[src/rtl/spi_accel_responder_pkg.sv]
// Shared constants for the SPI accelerometer responder.
// Contents: command bytes, soft-reset key, register addresses, read-only
// identification values, FSM state type, and the helper is_rw_addr().
package spi_accel_responder_pkg;

    localparam logic [7:0] CMD_WRITE    = 8'h0A;
    localparam logic [7:0] CMD_READ     = 8'h0B;
    localparam logic [7:0] SOFT_RST_KEY = 8'h52;

    localparam logic [7:0] DEVID_AD   = 8'h00;
    localparam logic [7:0] DEVID_MST  = 8'h01;
    localparam logic [7:0] PARTID     = 8'h02;
    localparam logic [7:0] REVID      = 8'h03;
    localparam logic [7:0] XDATA      = 8'h08;
    localparam logic [7:0] YDATA      = 8'h09;
    localparam logic [7:0] ZDATA      = 8'h0A;
    localparam logic [7:0] SOFT_RESET = 8'h1F;
    localparam logic [7:0] POWER_CTL  = 8'h2D;

    localparam logic [7:0] DEVID_AD_VAL  = 8'hAD;
    localparam logic [7:0] DEVID_MST_VAL = 8'h1D;
    localparam logic [7:0] PARTID_VAL    = 8'hF2;
    localparam logic [7:0] REVID_VAL     = 8'h01;

    typedef enum logic [2:0] {IDLE, CMD, ADDR, WR, RD, IGNORE} spi_resp_state_t;

    // True for plain storage locations. ID constants, live axis data and the
    // soft-reset command location are not backed by storage.
    function automatic logic is_rw_addr(input logic [7:0] a);
        return !(a inside {DEVID_AD, DEVID_MST, PARTID, REVID,
                           XDATA, YDATA, ZDATA, SOFT_RESET});
    endfunction

endpackage

[src/rtl/spi_accel_responder_if.sv]
// SPI pin bundle between a master and the accelerometer responder.
// Signals: sclk, cs (active low), mosi driven by the master;
// miso and miso_oe driven by the responder.
interface spi_accel_responder_if;
    logic sclk;
    logic cs;
    logic mosi;
    logic miso;
    logic miso_oe;

    modport master (output sclk, output cs, output mosi, input miso, input miso_oe);
    modport slave  (input sclk, input cs, input mosi, output miso, output miso_oe);
endinterface

[src/rtl/spi_accel_responder_pin_sync.sv]
// Brings the asynchronous SPI pins into the clk domain.
// Ports: clk, rst (async, active high); i_sclk/i_cs/i_mosi raw pins;
// o_sclk_rise/o_sclk_fall one-clk strobes; o_cs/o_mosi synchronised levels;
// o_cs_fall one-clk strobe on chip-select assertion.
module spi_accel_responder_pin_sync #(
    parameter int SYNC_STAGES = 2
) (
    input  logic clk,
    input  logic rst,
    input  logic i_sclk,
    input  logic i_cs,
    input  logic i_mosi,
    output logic o_sclk_rise,
    output logic o_sclk_fall,
    output logic o_cs,
    output logic o_cs_fall,
    output logic o_mosi
);

    logic [SYNC_STAGES-1:0] r_sclk_sync;
    logic [SYNC_STAGES-1:0] r_cs_sync;
    logic [SYNC_STAGES-1:0] r_mosi_sync;
    logic                   r_sclk_prev;
    logic                   r_cs_prev;

    // cs chain resets low: if cs is already asserted when reset releases,
    // no fall is seen and the master must deassert/reassert to start again.
    always_ff @(posedge clk or posedge rst) begin
        if (rst) begin
            r_sclk_sync <= '0;
            r_cs_sync   <= '0;
            r_mosi_sync <= '0;
            r_sclk_prev <= 1'b0;
            r_cs_prev   <= 1'b0;
        end else begin
            r_sclk_sync <= {r_sclk_sync[SYNC_STAGES-2:0], i_sclk};
            r_cs_sync   <= {r_cs_sync[SYNC_STAGES-2:0], i_cs};
            r_mosi_sync <= {r_mosi_sync[SYNC_STAGES-2:0], i_mosi};
            r_sclk_prev <= r_sclk_sync[SYNC_STAGES-1];
            r_cs_prev   <= r_cs_sync[SYNC_STAGES-1];
        end
    end

    assign o_sclk_rise = r_sclk_sync[SYNC_STAGES-1] & ~r_sclk_prev;
    assign o_sclk_fall = ~r_sclk_sync[SYNC_STAGES-1] & r_sclk_prev;
    assign o_cs        = r_cs_sync[SYNC_STAGES-1];
    assign o_cs_fall   = ~r_cs_sync[SYNC_STAGES-1] & r_cs_prev;
    assign o_mosi      = r_mosi_sync[SYNC_STAGES-1];

endmodule

[src/rtl/spi_accel_responder.sv]
// SPI mode-0 responder emulating the accelerometer end of the link.
// Decodes 0x0A write / 0x0B read bursts into a byte register map.
// Ports: clk, rst (async, active high); spi (slave modport: sclk, cs, mosi
// in; miso, miso_oe out); sample_x/y/z live axis data; measure_en from
// POWER_CTL[1:0]==2'b10; soft_rst one-clk pulse on soft-reset command.
//
// state  | meaning
// IDLE   | cs deasserted or waiting for a fresh cs fall
// CMD    | shifting in command byte
// ADDR   | shifting in start address
// WR     | each complete byte written at addr, addr increments
// RD     | map shifted out on miso, addr increments per byte
// IGNORE | unknown command, wait for cs deassert
module spi_accel_responder
    import spi_accel_responder_pkg::*;
#(
    parameter int REG_DEPTH   = 64,
    parameter int SYNC_STAGES = 2
) (
    input  logic                         clk,
    input  logic                         rst,
    spi_accel_responder_if.slave         spi,
    input  logic [7:0]                   sample_x,
    input  logic [7:0]                   sample_y,
    input  logic [7:0]                   sample_z,
    output logic                         measure_en,
    output logic                         soft_rst
);

    localparam int AW = $clog2(REG_DEPTH);
    localparam logic [AW-1:0] PWR_IDX = AW'(POWER_CTL);

    logic w_sclk_rise, w_sclk_fall, w_cs_s, w_cs_fall, w_mosi_s;

    spi_accel_responder_pin_sync #(.SYNC_STAGES(SYNC_STAGES)) u_pin_sync (
        .clk         (clk),
        .rst         (rst),
        .i_sclk      (spi.sclk),
        .i_cs        (spi.cs),
        .i_mosi      (spi.mosi),
        .o_sclk_rise (w_sclk_rise),
        .o_sclk_fall (w_sclk_fall),
        .o_cs        (w_cs_s),
        .o_cs_fall   (w_cs_fall),
        .o_mosi      (w_mosi_s)
    );

    spi_resp_state_t r_state, w_state_nxt;
    logic [2:0]      r_bit_cnt;
    logic [6:0]      r_rx_shift;
    logic [7:0]      r_tx_shift;
    logic            r_tx_active;
    logic            r_cmd_rd;
    logic [AW-1:0]   r_addr;
    logic [7:0]      r_snap_x, r_snap_y, r_snap_z;
    logic [7:0]      r_regs [REG_DEPTH];
    logic            r_soft_rst;
    logic [7:0]      w_byte;
    logic            w_byte_done;
    logic [7:0]      w_rd_val;
    logic            w_miso, w_miso_oe;

    // cs wins over a coincident sclk rise, so a truncated byte never lands.
    assign w_byte      = {r_rx_shift, w_mosi_s};
    assign w_byte_done = w_sclk_rise && !w_cs_s && (r_bit_cnt == 3'd7);

    always_ff @(posedge clk or posedge rst) begin
        if (rst) r_state <= IDLE;
        else     r_state <= w_state_nxt;
    end

    always_comb begin
        w_state_nxt = r_state;
        if (w_cs_s) begin
            w_state_nxt = IDLE;
        end else begin
            case (r_state)
                IDLE:    if (w_cs_fall) w_state_nxt = CMD;
                CMD:     if (w_byte_done)
                             w_state_nxt = (w_byte == CMD_WRITE || w_byte == CMD_READ) ? ADDR : IGNORE;
                ADDR:    if (w_byte_done) w_state_nxt = r_cmd_rd ? RD : WR;
                default: ;
            endcase
        end
    end

    always_comb begin
        w_miso_oe = 1'b0;
        if (r_state == RD && r_tx_active) w_miso_oe = 1'b1;
        w_miso = w_miso_oe & r_tx_shift[7];
    end

    always_comb begin
        w_rd_val = r_regs[r_addr];
        case (8'(r_addr))
            DEVID_AD:   w_rd_val = DEVID_AD_VAL;
            DEVID_MST:  w_rd_val = DEVID_MST_VAL;
            PARTID:     w_rd_val = PARTID_VAL;
            REVID:      w_rd_val = REVID_VAL;
            XDATA:      w_rd_val = r_snap_x;
            YDATA:      w_rd_val = r_snap_y;
            ZDATA:      w_rd_val = r_snap_z;
            SOFT_RESET: w_rd_val = 8'h00;
            default:    ;
        endcase
    end

    always_ff @(posedge clk or posedge rst) begin
        if (rst) begin
            r_bit_cnt   <= '0;
            r_rx_shift  <= '0;
            r_tx_shift  <= '0;
            r_tx_active <= 1'b0;
            r_cmd_rd    <= 1'b0;
            r_addr      <= '0;
            r_snap_x    <= '0;
            r_snap_y    <= '0;
            r_snap_z    <= '0;
            r_soft_rst  <= 1'b0;
            for (int i = 0; i < REG_DEPTH; i++) r_regs[i] <= '0;
        end else begin
            r_soft_rst <= 1'b0;
            if (w_cs_s || r_state == IDLE) begin
                r_bit_cnt   <= '0;
                r_rx_shift  <= '0;
                r_tx_active <= 1'b0;
            end else begin
                if (w_sclk_rise) begin
                    r_rx_shift <= w_byte[6:0];
                    r_bit_cnt  <= r_bit_cnt + 3'd1;
                end
                if (w_byte_done) begin
                    case (r_state)
                        CMD: r_cmd_rd <= (w_byte == CMD_READ);
                        ADDR: begin
                            r_addr   <= w_byte[AW-1:0];
                            // Snapshot so a multibyte axis read is coherent.
                            r_snap_x <= sample_x;
                            r_snap_y <= sample_y;
                            r_snap_z <= sample_z;
                        end
                        WR: begin
                            if (is_rw_addr(8'(r_addr))) r_regs[r_addr] <= w_byte;
                            if (8'(r_addr) == SOFT_RESET && w_byte == SOFT_RST_KEY) begin
                                r_soft_rst <= 1'b1;
                                for (int i = 0; i < REG_DEPTH; i++) r_regs[i] <= '0;
                            end
                            r_addr <= r_addr + AW'(1);
                        end
                        RD: r_addr <= r_addr + AW'(1);
                        default: ;
                    endcase
                end
                // bit_cnt==0 on a fall in RD means a byte boundary just passed:
                // present the next byte; otherwise keep shifting.
                if (w_sclk_fall && r_state == RD) begin
                    if (r_bit_cnt == 3'd0) begin
                        r_tx_shift  <= w_rd_val;
                        r_tx_active <= 1'b1;
                    end else begin
                        r_tx_shift <= {r_tx_shift[6:0], 1'b0};
                    end
                end
            end
        end
    end

    assign spi.miso    = w_miso;
    assign spi.miso_oe = w_miso_oe;
    assign measure_en  = (r_regs[PWR_IDX][1:0] == 2'b10);
    assign soft_rst    = r_soft_rst;

endmodule

[src/flat_wrapper.sv]
// flat-port wrapper written by rule: the top's interface ports become plain ports
module spi_accel_responder_flat import spi_accel_responder_pkg::*;
#(
    parameter int REG_DEPTH   = 64,
    parameter int SYNC_STAGES = 2
)
  (clk, rst, sample_x, sample_y, sample_z, measure_en, soft_rst, spi_sclk, spi_cs, spi_mosi, spi_miso, spi_miso_oe);
  spi_accel_responder_if spi_i ();
  input  logic clk;
  input  logic rst;
  input  logic [7:0] sample_x;
  input  logic [7:0] sample_y;
  input  logic [7:0] sample_z;
  output logic measure_en;
  output logic soft_rst;
  input wire logic [$bits(spi_i.sclk)-1:0] spi_sclk;
  input wire logic [$bits(spi_i.cs)-1:0] spi_cs;
  input wire logic [$bits(spi_i.mosi)-1:0] spi_mosi;
  output wire logic [$bits(spi_i.miso)-1:0] spi_miso;
  output wire logic [$bits(spi_i.miso_oe)-1:0] spi_miso_oe;
  assign spi_i.sclk = spi_sclk;
  assign spi_i.cs = spi_cs;
  assign spi_i.mosi = spi_mosi;
  assign spi_miso = spi_i.miso;
  assign spi_miso_oe = spi_i.miso_oe;
  spi_accel_responder #(.REG_DEPTH(REG_DEPTH), .SYNC_STAGES(SYNC_STAGES)) u_core (.clk(clk), .rst(rst), .spi(spi_i), .sample_x(sample_x), .sample_y(sample_y), .sample_z(sample_z), .measure_en(measure_en), .soft_rst(soft_rst));
endmodule
[config.mk]
export PLATFORM = sky130hd
export DESIGN_NAME = spi_accel_responder_flat
export DESIGN_NICKNAME = d
export VERILOG_FILES = /design/src/rtl/spi_accel_responder_pkg.sv /design/src/rtl/spi_accel_responder_if.sv /design/src/rtl/spi_accel_responder_pin_sync.sv /design/src/rtl/spi_accel_responder.sv /design/src/flat_wrapper.sv
export SDC_FILE = /design/constraint.sdc
export NUM_CORES = 1
export LEC_CHECK = 0
export ABC_AREA = 1
export ABC_CLOCK_PERIOD_IN_PS = 59600
export CORE_UTILIZATION = 56
export DETAILED_ROUTE_END_ITERATION = 8
export PLACE_DENSITY = 0.75
export SYNTH_ARGS = -nofsm -noshare
export SYNTH_HDL_FRONTEND = slang
export SYNTH_HIERARCHICAL = 1
export SYNTH_SLANG_ARGS = --single-unit
[constraint.sdc]
create_clock -name clk -period 59.6 [get_ports clk]
set_input_delay 11.92 -clock clk [delete_from_list [all_inputs] [get_ports clk]]
set_output_delay 11.92 -clock clk [all_outputs]
set_load 0.005 [all_outputs]
**Yosys cells after proc, flatten, opt, wreduce, memory -nomap -nowiden**

Index checks and enable logic that the tools add are counted.

- Bits in registers: 574
- Input port bits: 29
- Output and inout bits: 4
- Word-level logic and storage cells: 169

- Add/sub/neg operators: 2
- Magnitude comparators: 2
- Equal/unequal tests: 20
- Muxes and demuxes: 30
- Bitwise logic cells: 9
- Reduce and logical (&&, ||, !) cells: 26

Operators by type and width:

| kind | count |
|---|---|
| $mux 512 | 2 |
| $bwmux 512 | 1 |
| $pmux 8 s8 | 1 |
| $bmux 8 s6 | 1 |
| $demux 8 s6 | 1 |
| $mux 8 | 4 |
| $mux 3 | 8 |
| $eq 6x4->1 const B | 3 |
| $eq 8x4->1 const B | 2 |
| $mux 7 | 2 |
| $eq 6x2->1 const B | 2 |
| $pmux 6 s2 | 1 |
| $pmux 3 s3 | 1 |
| $reduce_and 3->1 | 3 |
| $eq 8x7->1 const B | 1 |
| $mux 1 | 8 |
| $reduce_and 4->1 | 2 |
| $reduce_bool 2->1 | 4 |
| $reduce_bool 8->1 | 1 |
| $ge 7x7->1 const B | 1 |
| $lt 7x1->1 const B | 1 |
| $not 6->7 | 1 |
| $add 6x1->6 const B | 1 |
| $eq 3x2->1 const B | 2 |
| other kinds (19) | 35 |

**Longest topological paths before layout**

Gate-level depths: netlist (run 1).

- Depth after elaboration: 8
- Depth in mapped cells: 17
- Depth with buffers taken out: 14

**Hierarchy**

The synthesis (run 1) kept the hierarchy.

By module, submodules not included:

| module | instances | cells an instance | area each (µm²) | sequential area each (µm²) |
|---|---|---|---|---|
| spi_accel_responder | 1 | 3862 | 28742.6 | 14163.6 |
| spi_accel_responder_pin_sync | 1 | 15 | 226.5 | 200.2 |

**Worst setup path after synthesis (run 1)**

Ideal clock, no wire load.

- Kind: reg2out
- Start: reg u_core.r_state[1]
- End: out spi_miso
- Data arrival time: 804 ps
- Data required time: 47680 ps
- Path slack: 46876 ps
- Stages on the path, launching flop included: 4
- Path buffers: 0
- Cell sequence: dfrtp_1 -> nor2_1 -> nand2_1 -> nor3_1

- Cells in the longest elaborated chain, start to end: 4

Ends and longest elaborated chain:

| element | line | RTL |
|---|---|---|
| start: declaration | spi_accel_responder.sv:48 | `spi_resp_state_t r_state, w_state_nxt;` |
| start signal: assignment | spi_accel_responder.sv:69 | `else r_state <= w_state_nxt;` |
| $eq 3x3->1 | spi_accel_responder.sv:89 | `if (r_state == RD && r_tx_active) w_miso_oe = 1'b1;` |
| $logic_and 1x1->1 | spi_accel_responder.sv:89 |  |
| $mux 1 | spi_accel_responder.sv:89 |  |
| $and 1x1->1 | spi_accel_responder.sv:90 | `w_miso = w_miso_oe & r_tx_shift[7];` |
| end: declaration | flat_wrapper.sv:19 | `output wire logic [$bits(spi_i.miso)-1:0] spi_miso;` |

Every way passes these cells.

==> tab_implementation.tex, run 1 <==
\begin{tabular}{lr}
\hline
Metric & Value \\
\hline
\multicolumn{2}{l}{\textbf{Setup path}} \\
Highest net fanout along the worst path & $\sim$170 \\
Worst path max stage delay & 0.94 ns \\
Worst R2R Path Depth & 12 \\
Critical Path Source Type & input port \\
Instance count on the critical path & 4 \\
CP Class & input port to async pin \\
Endpoint type of the worst setup path & async pin \\
Worst EP arrival & 14.78 ns \\
Cell with the biggest individual delay on the critical path & sky130\_fd\_sc\_hd\_\_buf\_4 \\
Buf/Inv on CP & 4 \\
CP delay by family, top & buffers and inverters \\
Critical path, cell by cell & clkdlybuf4s50\_1 > inv\_8 > buf\_12 > buf\_4 \\
CP required & roughly 60 ns \\
\multicolumn{2}{l}{\textbf{Power}} \\
Reg power frac & 49.3\% \\
Net Sw Frac & about 22\% \\
Net switching power & between 0.15 and 0.2 mW \\
Share of total power in the clock network & a little under half \\
Internal Pwr Total & between 0.6 and 0.7 mW \\
Cell leakage power & 14.81 nW \\
Total power per unit cell area & between 20 and 30 mW/mm\^{}2 \\
Largest voltage drop on the vdd net & about 0.023 mV \\
Fraction of power consumed by combinational cells & between 3 and 4\% \\
\multicolumn{2}{l}{\textbf{Route}} \\
Total wirelength of the detailed-routed design & 85,990 um \\
Final routed wire length divided by cell count & 18.91 um \\
Per-cell via count in the routed design & roughly 5.7 \\
DR vias & around 26,000 \\
DRC violations left & 0 \\
Antenna-violating nets left & 0 \\
DRC violation total after the first TritonRoute iteration & approximately 3,200 \\
Number of detailed-routing iterations run before antenna repair & 6 \\
\multicolumn{2}{l}{\textbf{Logic synthesis}} \\
Number of enable-type register cells in the synthesized netlist & 0 \\
Primary FF master, synth & sky130\_fd\_sc\_hd\_\_dfrtp\_1 \\
Gate count of the mapped netlist & just under 4,000 \\
Count of cell types in the netlist & 36 \\
Cell Area, Synth & just under 0.03 mm\^{}2 \\
Yosys synthesis warning count & 6 \\
Post-synthesis net count & 3,913 \\
Post-synthesis sequential element count & about 570 \\
Fraction of registers with async set/reset & 100.0\% \\
Proportion of synthesized chip area in sequential cells & around 50\% \\
Mean area per synthesized cell & 7.472 um\^{}2 \\
\multicolumn{2}{l}{\textbf{Global route}} \\
Wire length of the first global-routing pass & 136,600 um \\
Maximum number of pins on one net before global-route repair & approximately 200 \\
Global routing usage summed across all routing layers & 33.11\% \\
Vias in the first global route & 24,570 \\
Initial antenna violation count & 1 \\
Total grt overflow & 0 \\
\multicolumn{2}{l}{\textbf{STA}} \\
Transition time at the pin with the least slew margin & 1.287 ns \\
Post-Route Setup TNS & 0 ns \\
Slew HR & 14.18\% \\
Final setup violation count & 0 \\
Final hold vios & 0 \\
Worst clock skew & 0.02787 ns \\
Min cycle time layout & roughly 14 ns \\
Max frequency & between 70 and 80 MHz \\
Final Cycle Share & 23.83\% \\
Final slew viol count & 0 \\
Unrepaired setup endpoints after global routing & false \\
\multicolumn{2}{l}{\textbf{Floorplanning}} \\
Area of the die & approximately 0.053 mm\^{}2 \\
Initial cell density of the core & between 50\% and 60\% \\
Die outline height & between 200 and 250 um \\
Die width & roughly 230 um \\
Core Area & roughly 0.051 mm\^{}2 \\
Row count & 82 \\
IO Count & 33 \\
\multicolumn{2}{l}{\textbf{Clock network}} \\
Skew-Pair Late Insertion Delay & between 0.6 and 0.7 ns \\
Clk root buf & sky130\_fd\_sc\_hd\_\_clkbuf\_16 \\
Number of buffers added by the clock tree synthesis step & 58 \\
CTS H-tree lvls & 2 \\
Post-CTS Setup Bufs & 0 \\
Sinks on Clock Net & 574 \\
Clock slew seen by the registers of the worst setup and hold paths & approximately 0.060 ns \\
Number of resized instances in the post-cts repair step & 0 \\
Hold bufs inserted after CTS & 0 \\
CTS tree & built \\
Maximum buffer depth of the clock tree & 3 \\
\multicolumn{2}{l}{\textbf{Min path}} \\
Hold Path Cell Cnt & 0 \\
Min-Delay Path Class & flip-flop to flip-flop \\
\multicolumn{2}{l}{\textbf{Final layout}} \\
Share of layout cells above drive strength 1 & under 10\% \\
Number of fillers in the final layout & 4,394 \\
Synthesis-to-finish area growth & 9.450\% \\
Area of the multi-input gates & between 0.01 and 0.015 mm\^{}2 \\
Post-layout util & a little over three fifths \\
Total Nets Final & between 3,000 and 4,000 \\
Area of all sequential standard cells & between 0.01 and 0.015 mm\^{}2 \\
\multicolumn{2}{l}{\textbf{Run status}} \\
Run status & complete, no violations \\
\multicolumn{2}{l}{\textbf{Job}} \\
Maximum capacitance violations & 0 \\
\multicolumn{2}{l}{\textbf{Place}} \\
HPWL Detailed & 51,870 um \\
Count of port buffers added during placement & 32 \\
Placer's final routability congestion estimate & approximately 0.97 \\
\hline
\end{tabular}
## per-layer routing
metal / wire, um / GRT usage, % / vias to the layer above
li1: - / - / 12070
met1: 35480 / 46.13 / 12110
met2: 37490 / 49.45 / 1322
met3: 8661 / 6.997 / 265
met4: 4348 / 15.71 / 2
met5: 10 / 0 / -
## cells in the final DEF, fill, tap and decap left out, types with 9 or more instances in the layout
cell	instances
sky130_fd_sc_hd__clkdlybuf4s50_1	32
sky130_fd_sc_hd__clkbuf_16	59
sky130_fd_sc_hd__nand2_1	1267
sky130_fd_sc_hd__inv_1	551
sky130_fd_sc_hd__dfrtp_1	569
sky130_fd_sc_hd__o21ai_2	18
sky130_fd_sc_hd__nor2_4	43
sky130_fd_sc_hd__clkbuf_8	15
sky130_fd_sc_hd__clkinv_1	9
sky130_fd_sc_hd__o22ai_1	90
sky130_fd_sc_hd__o21ai_1	117
sky130_fd_sc_hd__nor2_1	203
sky130_fd_sc_hd__a21oi_1	44
sky130_fd_sc_hd__inv_2	33
sky130_fd_sc_hd__or2_2	17
sky130_fd_sc_hd__o211ai_1	50
sky130_fd_sc_hd__nand3_1	206
sky130_fd_sc_hd__o21ai_0	418
sky130_fd_sc_hd__clkbuf_1	12
sky130_fd_sc_hd__nand4_1	15
sky130_fd_sc_hd__buf_4	31
sky130_fd_sc_hd__mux2_2	12
sky130_fd_sc_hd__clkinv_2	13
## stage by stage
step	setup slack [ns]	total power, mW	instance area [um^2]	std cells	hold slack (ns)
6_report	45.40	0.8054	31710	4548	0.3497
3_3_place_gp	44.62	0.4301	29730	4442	0.3325
5_1_grt	44.91	0.8293	31700	4547	0.3652
2_1_floorplan	31.85	0.4222	28970	3877	0.3312
4_1_cts	45.23	0.8089	31700	4547	0.3518
3_5_place_dp	44.58	0.4306	29730	4442	0.3372
## state kept, by name, indices dropped and copies added (netlist names), 2 cells and up
signal,count
u_core/u_pin_sync/r_sclk_sync,2
u_core/u_pin_sync/r_mosi_sync,2
u_core/r_snap_z,8
u_core/r_rx_shift,7
u_core/r_addr,6
u_core/r_snap_y,8
u_core/r_tx_shift,8
u_core/r_state,3
u_core/r_regs,512
u_core/r_bit_cnt,3
u_core/r_snap_x,8
u_core/u_pin_sync/r_cs_sync,2
## power by group through the flow
stage	Combinational [mW]	Sequential (mW)	Clock (mW)
detailed placement	0.0267	0.404	0
CTS	0.0270	0.397	0.385
global placement	0.0264	0.404	0
floorplan	0.0186	0.404	0
finish	0.0266	0.397	0.382
global route	0.0313	0.397	0.401
## final timing paths
kind | start | endpoint | slack (ns)
worst max-delay path | rst | u_core/r_regs[372] | 45.40
worst min-delay path | u_core/u_pin_sync/r_cs_sync[0] | u_core/u_pin_sync/r_cs_sync[1] | 0.35
worst max register to register | u_core/r_addr[0] | u_core/r_regs[57] | 54.41
worst min register to register | u_core/u_pin_sync/r_cs_sync[0] | u_core/u_pin_sync/r_cs_sync[1] | 0.35
max in group clk | u_core/r_state[1] | spi_miso | 45.64
min in group asynchronous | rst | u_core/u_pin_sync/r_cs_prev | 11.68
## logic make-up (layout without fill, tap and decap cells)
logic type | count (synthesis) | in the layout | synth area share, %
other cells | 0 | 1 | 0
flops | 574 | 574 | 49.58
buf+inv | 769 | 767 | 10.30
fa+ha+maj | 7 | 7 | 0.3023
mux | 12 | 12 | 0.4665
compound gates | 743 | 743 | 13.94
simple gates | 1772 | 1772 | 25.41
## layout make-up
class,instances,share of cell area [%]
Antenna cell,1,0.007892
Clock inverter,19,0.7853
Timing Repair Buffer,65,1.870
Multi-Input combinational cell,2534,36.79
Inverter,597,7.119
Clock buffer,86,5.450
Sequential cell,574,45.33
Tap cell,672,2.652
## Yosys cell counts, types with 3 or more instances
| library cell | number | area, um^2 |
|---|---|---|
| sky130_fd_sc_hd__clkbuf_1 | 122 | 457.9 |
| sky130_fd_sc_hd__buf_6 | 8 | 90.09 |
| sky130_fd_sc_hd__inv_1 | 554 | 2079 |
| sky130_fd_sc_hd__nand3_1 | 206 | 1031 |
| sky130_fd_sc_hd__mux2_2 | 12 | 135.1 |
| sky130_fd_sc_hd__o21ai_0 | 418 | 2092 |
| sky130_fd_sc_hd__o22ai_1 | 90 | 563.0 |
| sky130_fd_sc_hd__nor2_4 | 40 | 450.4 |
| sky130_fd_sc_hd__clkinv_1 | 9 | 33.78 |
| sky130_fd_sc_hd__nor2_1 | 207 | 777.0 |
| sky130_fd_sc_hd__buf_4 | 4 | 30.03 |
| sky130_fd_sc_hd__nand4_1 | 15 | 93.84 |
| sky130_fd_sc_hd__buf_1 | 20 | 75.07 |
| sky130_fd_sc_hd__buf_2 | 18 | 90.09 |
| sky130_fd_sc_hd__nand2_2 | 3 | 18.77 |
| sky130_fd_sc_hd__o211ai_1 | 50 | 375.4 |
| sky130_fd_sc_hd__nor3_1 | 3 | 15.01 |
| sky130_fd_sc_hd__or2_2 | 17 | 106.4 |
| sky130_fd_sc_hd__a21oi_1 | 44 | 220.2 |
| sky130_fd_sc_hd__inv_2 | 34 | 127.6 |
| sky130_fd_sc_hd__ha_1 | 7 | 87.58 |
| sky130_fd_sc_hd__o21ai_2 | 19 | 166.4 |
| sky130_fd_sc_hd__dfrtp_1 | 574 | 14360 |
| sky130_fd_sc_hd__nand2_1 | 1269 | 4763 |
| sky130_fd_sc_hd__nor2_2 | 4 | 25.02 |
| sky130_fd_sc_hd__o21ai_1 | 117 | 585.6 |
Power figures use the tool's default switching activity.
==> run 2: changes to the inputs <==
- ABC_CLOCK_PERIOD_IN_PS: 59600 -> 13600
- clock period: 59.6 -> 13.6 ns (I/O delays scaled with it)
==> run 2 against run 1 <==
Critical path type is now flip-flop to flip-flop. Largest cell class unchanged. Global-route usage is 0.79 points lower. Count of clock-buffer cells in the layout is 6 higher. Wire length is 1.9% lower. Sequential power grew to 4.4 times the previous value.
==> tab_implementation.tex, run 2 (synthesis gave the netlist of run 1 again) <==
\begin{tabular}{lr}
\hline
Metric & Value \\
\hline
\multicolumn{2}{l}{\textbf{Clock network}} \\
Maximum buffer depth of the clock tree & 3 (unchanged) \\
Skew-Pair Late Insertion Delay & 0.62 ns (-0.02 ns) \\
CTS H-tree lvls & 2 (unchanged) \\
Clk root buf & sky130\_fd\_sc\_hd\_\_clkbuf\_16 \\
Post-CTS Setup Bufs & 0 (unchanged) \\
Number of buffers added by the clock tree synthesis step & 58 (unchanged) \\
Sinks on Clock Net & 574 (unchanged) \\
Number of resized instances in the post-cts repair step & 0 (unchanged) \\
Clock slew seen by the registers of the worst setup and hold paths & 0.06 ns (about the same) \\
Hold bufs inserted after CTS & 0 (unchanged) \\
CTS tree & built \\
\multicolumn{2}{l}{\textbf{Min path}} \\
Hold path endpoint & u\_core/u\_pin\_sync/r\_mosi\_sync[1] \\
Min-Delay Path Class & flip-flop to flip-flop \\
Hold path start & u\_core/u\_pin\_sync/r\_mosi\_sync[0] \\
Hold Path Cell Cnt & 0 (unchanged) \\
\multicolumn{2}{l}{\textbf{Power}} \\
Largest voltage drop on the vdd net & 0.09100 mV (+290\%) \\
Total power consumption of the routed design & 3.559 mW (+340\%) \\
Total power per unit cell area & 112.1 mW/mm\^{}2 (+340\%) \\
Cell leakage power & 14.82 nW (about the same) \\
\multicolumn{2}{l}{\textbf{Floorplanning}} \\
Die width & 229.4 um (unchanged) \\
IO Count & 33 (unchanged) \\
Die outline height & 229.4 um (unchanged) \\
Core Area & 0.05058 mm\^{}2 (unchanged) \\
Area of the die & 0.05265 mm\^{}2 (unchanged) \\
Row count & 82 (unchanged) \\
Initial cell density of the core & 57.27\% (unchanged) \\
\multicolumn{2}{l}{\textbf{Global route}} \\
Total grt overflow & 0 (unchanged) \\
Vias in the first global route & 24,620 (+0.23\%) \\
Initial antenna violation count & 0 (-1) \\
Global routing usage summed across all routing layers & 32.32\% (-0.79 points) \\
Maximum number of pins on one net before global-route repair & 173 (-11\%) \\
Wire length of the first global-routing pass & 134,100 um (-1.9\%) \\
\multicolumn{2}{l}{\textbf{Setup path}} \\
CP required & 14.13 ns (-46.05 ns) \\
Source of the worst register-to-register timing path & u\_core/r\_addr[0] \\
Worst EP arrival & 5.91 ns (-8.87 ns) \\
Highest net fanout along the worst path & 67 (-60\%) \\
Worst reg2reg setup slack & 8.21 ns (-46.20 ns) \\
Critical Path Source Type & flip-flop \\
CP Class & flip-flop to flip-flop \\
Capture instance of the worst register-to-register path & u\_core/r\_regs[30] \\
Worst R2R Path Depth & 13 (+1) \\
Endpoint type of the worst setup path & flip-flop \\
\multicolumn{2}{l}{\textbf{Final layout}} \\
Number of flip-flops in the largest register & 512 (unchanged) \\
Register name with the most flops & u\_core/r\_regs \\
Share of layout cells above drive strength 1 & 7.042\% (-0.029 points) \\
Number of fillers in the final layout & 4,437 (+0.98\%) \\
Inserted Diodes & 0 (-1) \\
Most common library cell in the layout ignoring fill and taps & sky130\_fd\_sc\_hd\_\_nand2\_1 \\
Total Nets Final & 3,866 (unchanged) \\
Synthesis-to-finish area growth & 9.597\% \\
Most frequent cells in the layout & sky130\_fd\_sc\_hd\_\_nand2\_1, sky130\_fd\_sc\_hd\_\_dfrtp\_1, sky130\_fd\_sc\_hd\_\_inv\_1 \\
\multicolumn{2}{l}{\textbf{STA}} \\
Transition time at the pin with the least slew margin & 1.182 ns (-0.1051 ns) \\
Final hold vios & 0 (unchanged) \\
Worst clock skew & 0.01329 ns (-0.01459 ns) \\
Slew HR & 21.08\% (+6.9 points) \\
Max frequency & 185.7 MHz \\
Final setup violation count & 0 (unchanged) \\
Final slew viol count & 0 (unchanged) \\
Final Cycle Share & about two fifths \\
Post-Route Setup TNS & 0 ns (unchanged) \\
Min cycle time layout & approximately 5.4 ns \\
Unrepaired setup endpoints after global routing & false \\
\multicolumn{2}{l}{\textbf{Route}} \\
DRC violations left & 0 (unchanged) \\
Final routed wire length divided by cell count & 18.55 um (-1.9\%) \\
DRC violation total after the first TritonRoute iteration & 2,838 (-11\%) \\
Number of detailed-routing iterations run before antenna repair & 5 (-1) \\
DR vias & 25,810 (+0.15\%) \\
Total wirelength of the detailed-routed design & 84,360 um (-1.9\%) \\
Per-cell via count in the routed design & 5.673 (+0.13\%) \\
Antenna-violating nets left & 0 (unchanged) \\
\multicolumn{2}{l}{\textbf{Job}} \\
Maximum capacitance violations & 0 (unchanged) \\
\multicolumn{2}{l}{\textbf{Place}} \\
Placer's final routability congestion estimate & 0.9139 (-5.6\%) \\
HPWL Detailed & 51,880 um (about the same) \\
Count of port buffers added during placement & 32 (unchanged) \\
\multicolumn{2}{l}{\textbf{Run status}} \\
Run status & complete, no violations \\
\hline
\end{tabular}
[run 2: worst max-delay path, stage by stage (launching register included)]
cell,delay (ns)
sky130_fd_sc_hd__dfrtp_4,1.01
sky130_fd_sc_hd__inv_6,0.40
sky130_fd_sc_hd__ha_1,0.37
sky130_fd_sc_hd__nand3_1,0.24
sky130_fd_sc_hd__nand2_1,0.10
sky130_fd_sc_hd__nor2_2,0.13
sky130_fd_sc_hd__nand3_4,0.25
sky130_fd_sc_hd__o21ai_4,0.87
sky130_fd_sc_hd__buf_4,0.61
sky130_fd_sc_hd__inv_4,0.29
sky130_fd_sc_hd__buf_4,0.48
sky130_fd_sc_hd__nor2_4,0.24
sky130_fd_sc_hd__nand2_1,0.09
sky130_fd_sc_hd__o21ai_0,0.13
[run 2: worst max path at each step]
stage               cells past startpoint             start                end
global placement                        4               rst  u_core/r_regs[37]
detailed placement                      4               rst  u_core/r_regs[37]
global route                           13  u_core/r_addr[0]  u_core/r_regs[30]
finish                                 13  u_core/r_addr[0]  u_core/r_regs[30]
floorplan                               1               rst   u_core/r_addr[0]
CTS                                    13  u_core/r_addr[0]  u_core/r_regs[30]
[run 2: report_power, final]
| group | leakage (nW) | internal [mW] | switching [mW] |
|---|---|---|---|
| registers | 7.93 | 1.73 | 0.0112 |
| clock network | 1.01 | 1.02 | 0.686 |
| logic | 5.89 | 0.0314 | 0.0854 |
| total | 14.8 | 2.78 | 0.783 |
[run 2: layout make-up]
class                   instances  area [um^2]  share of cell area, %
repair buffers                 65        593.1                  1.868
inverters                     597         2252                  7.094
clock buffers                  92         1803                  5.679
multi-input cells            2534        11660                  36.72
clock inverters                15        229.0                 0.7212
well taps                     672        840.8                  2.648
flip-flops and latches        574        14370                  45.27
[run 2: layer usage]
layer  share of wire (%)  vias to the layer above  wire [um]  global-route usage, %
met5                   0                        -          0                      0
met1                  41                    12310      34910                  44.71
met2                  45                     1146      37840                  49.54
met4                 5.1                        0       4344                  15.92
li1                    -                    12080          -                      -
met3                 8.6                      276       7263                  5.242
[run 2: metrics by stage]
| stage | setup slack [ns] | cell area, um^2 | std cells | util [%] | hold slack, ns |
|---|---|---|---|---|---|
| final | 8.215 | 31750 | 4549 | 62.77 | 0.3504 |
| after CTS | 8.380 | 31750 | 4549 | 62.77 | 0.3510 |
| after detailed placement | 8.379 | 29720 | 4442 | 58.75 | 0.3379 |
| after global placement | 8.375 | 29720 | 4442 | 58.75 | 0.3338 |
| after floorplan | 3.172 | 28970 | 3877 | - | 0.3312 |
| after global routing | 8.059 | 31750 | 4549 | 62.77 | 0.3588 |
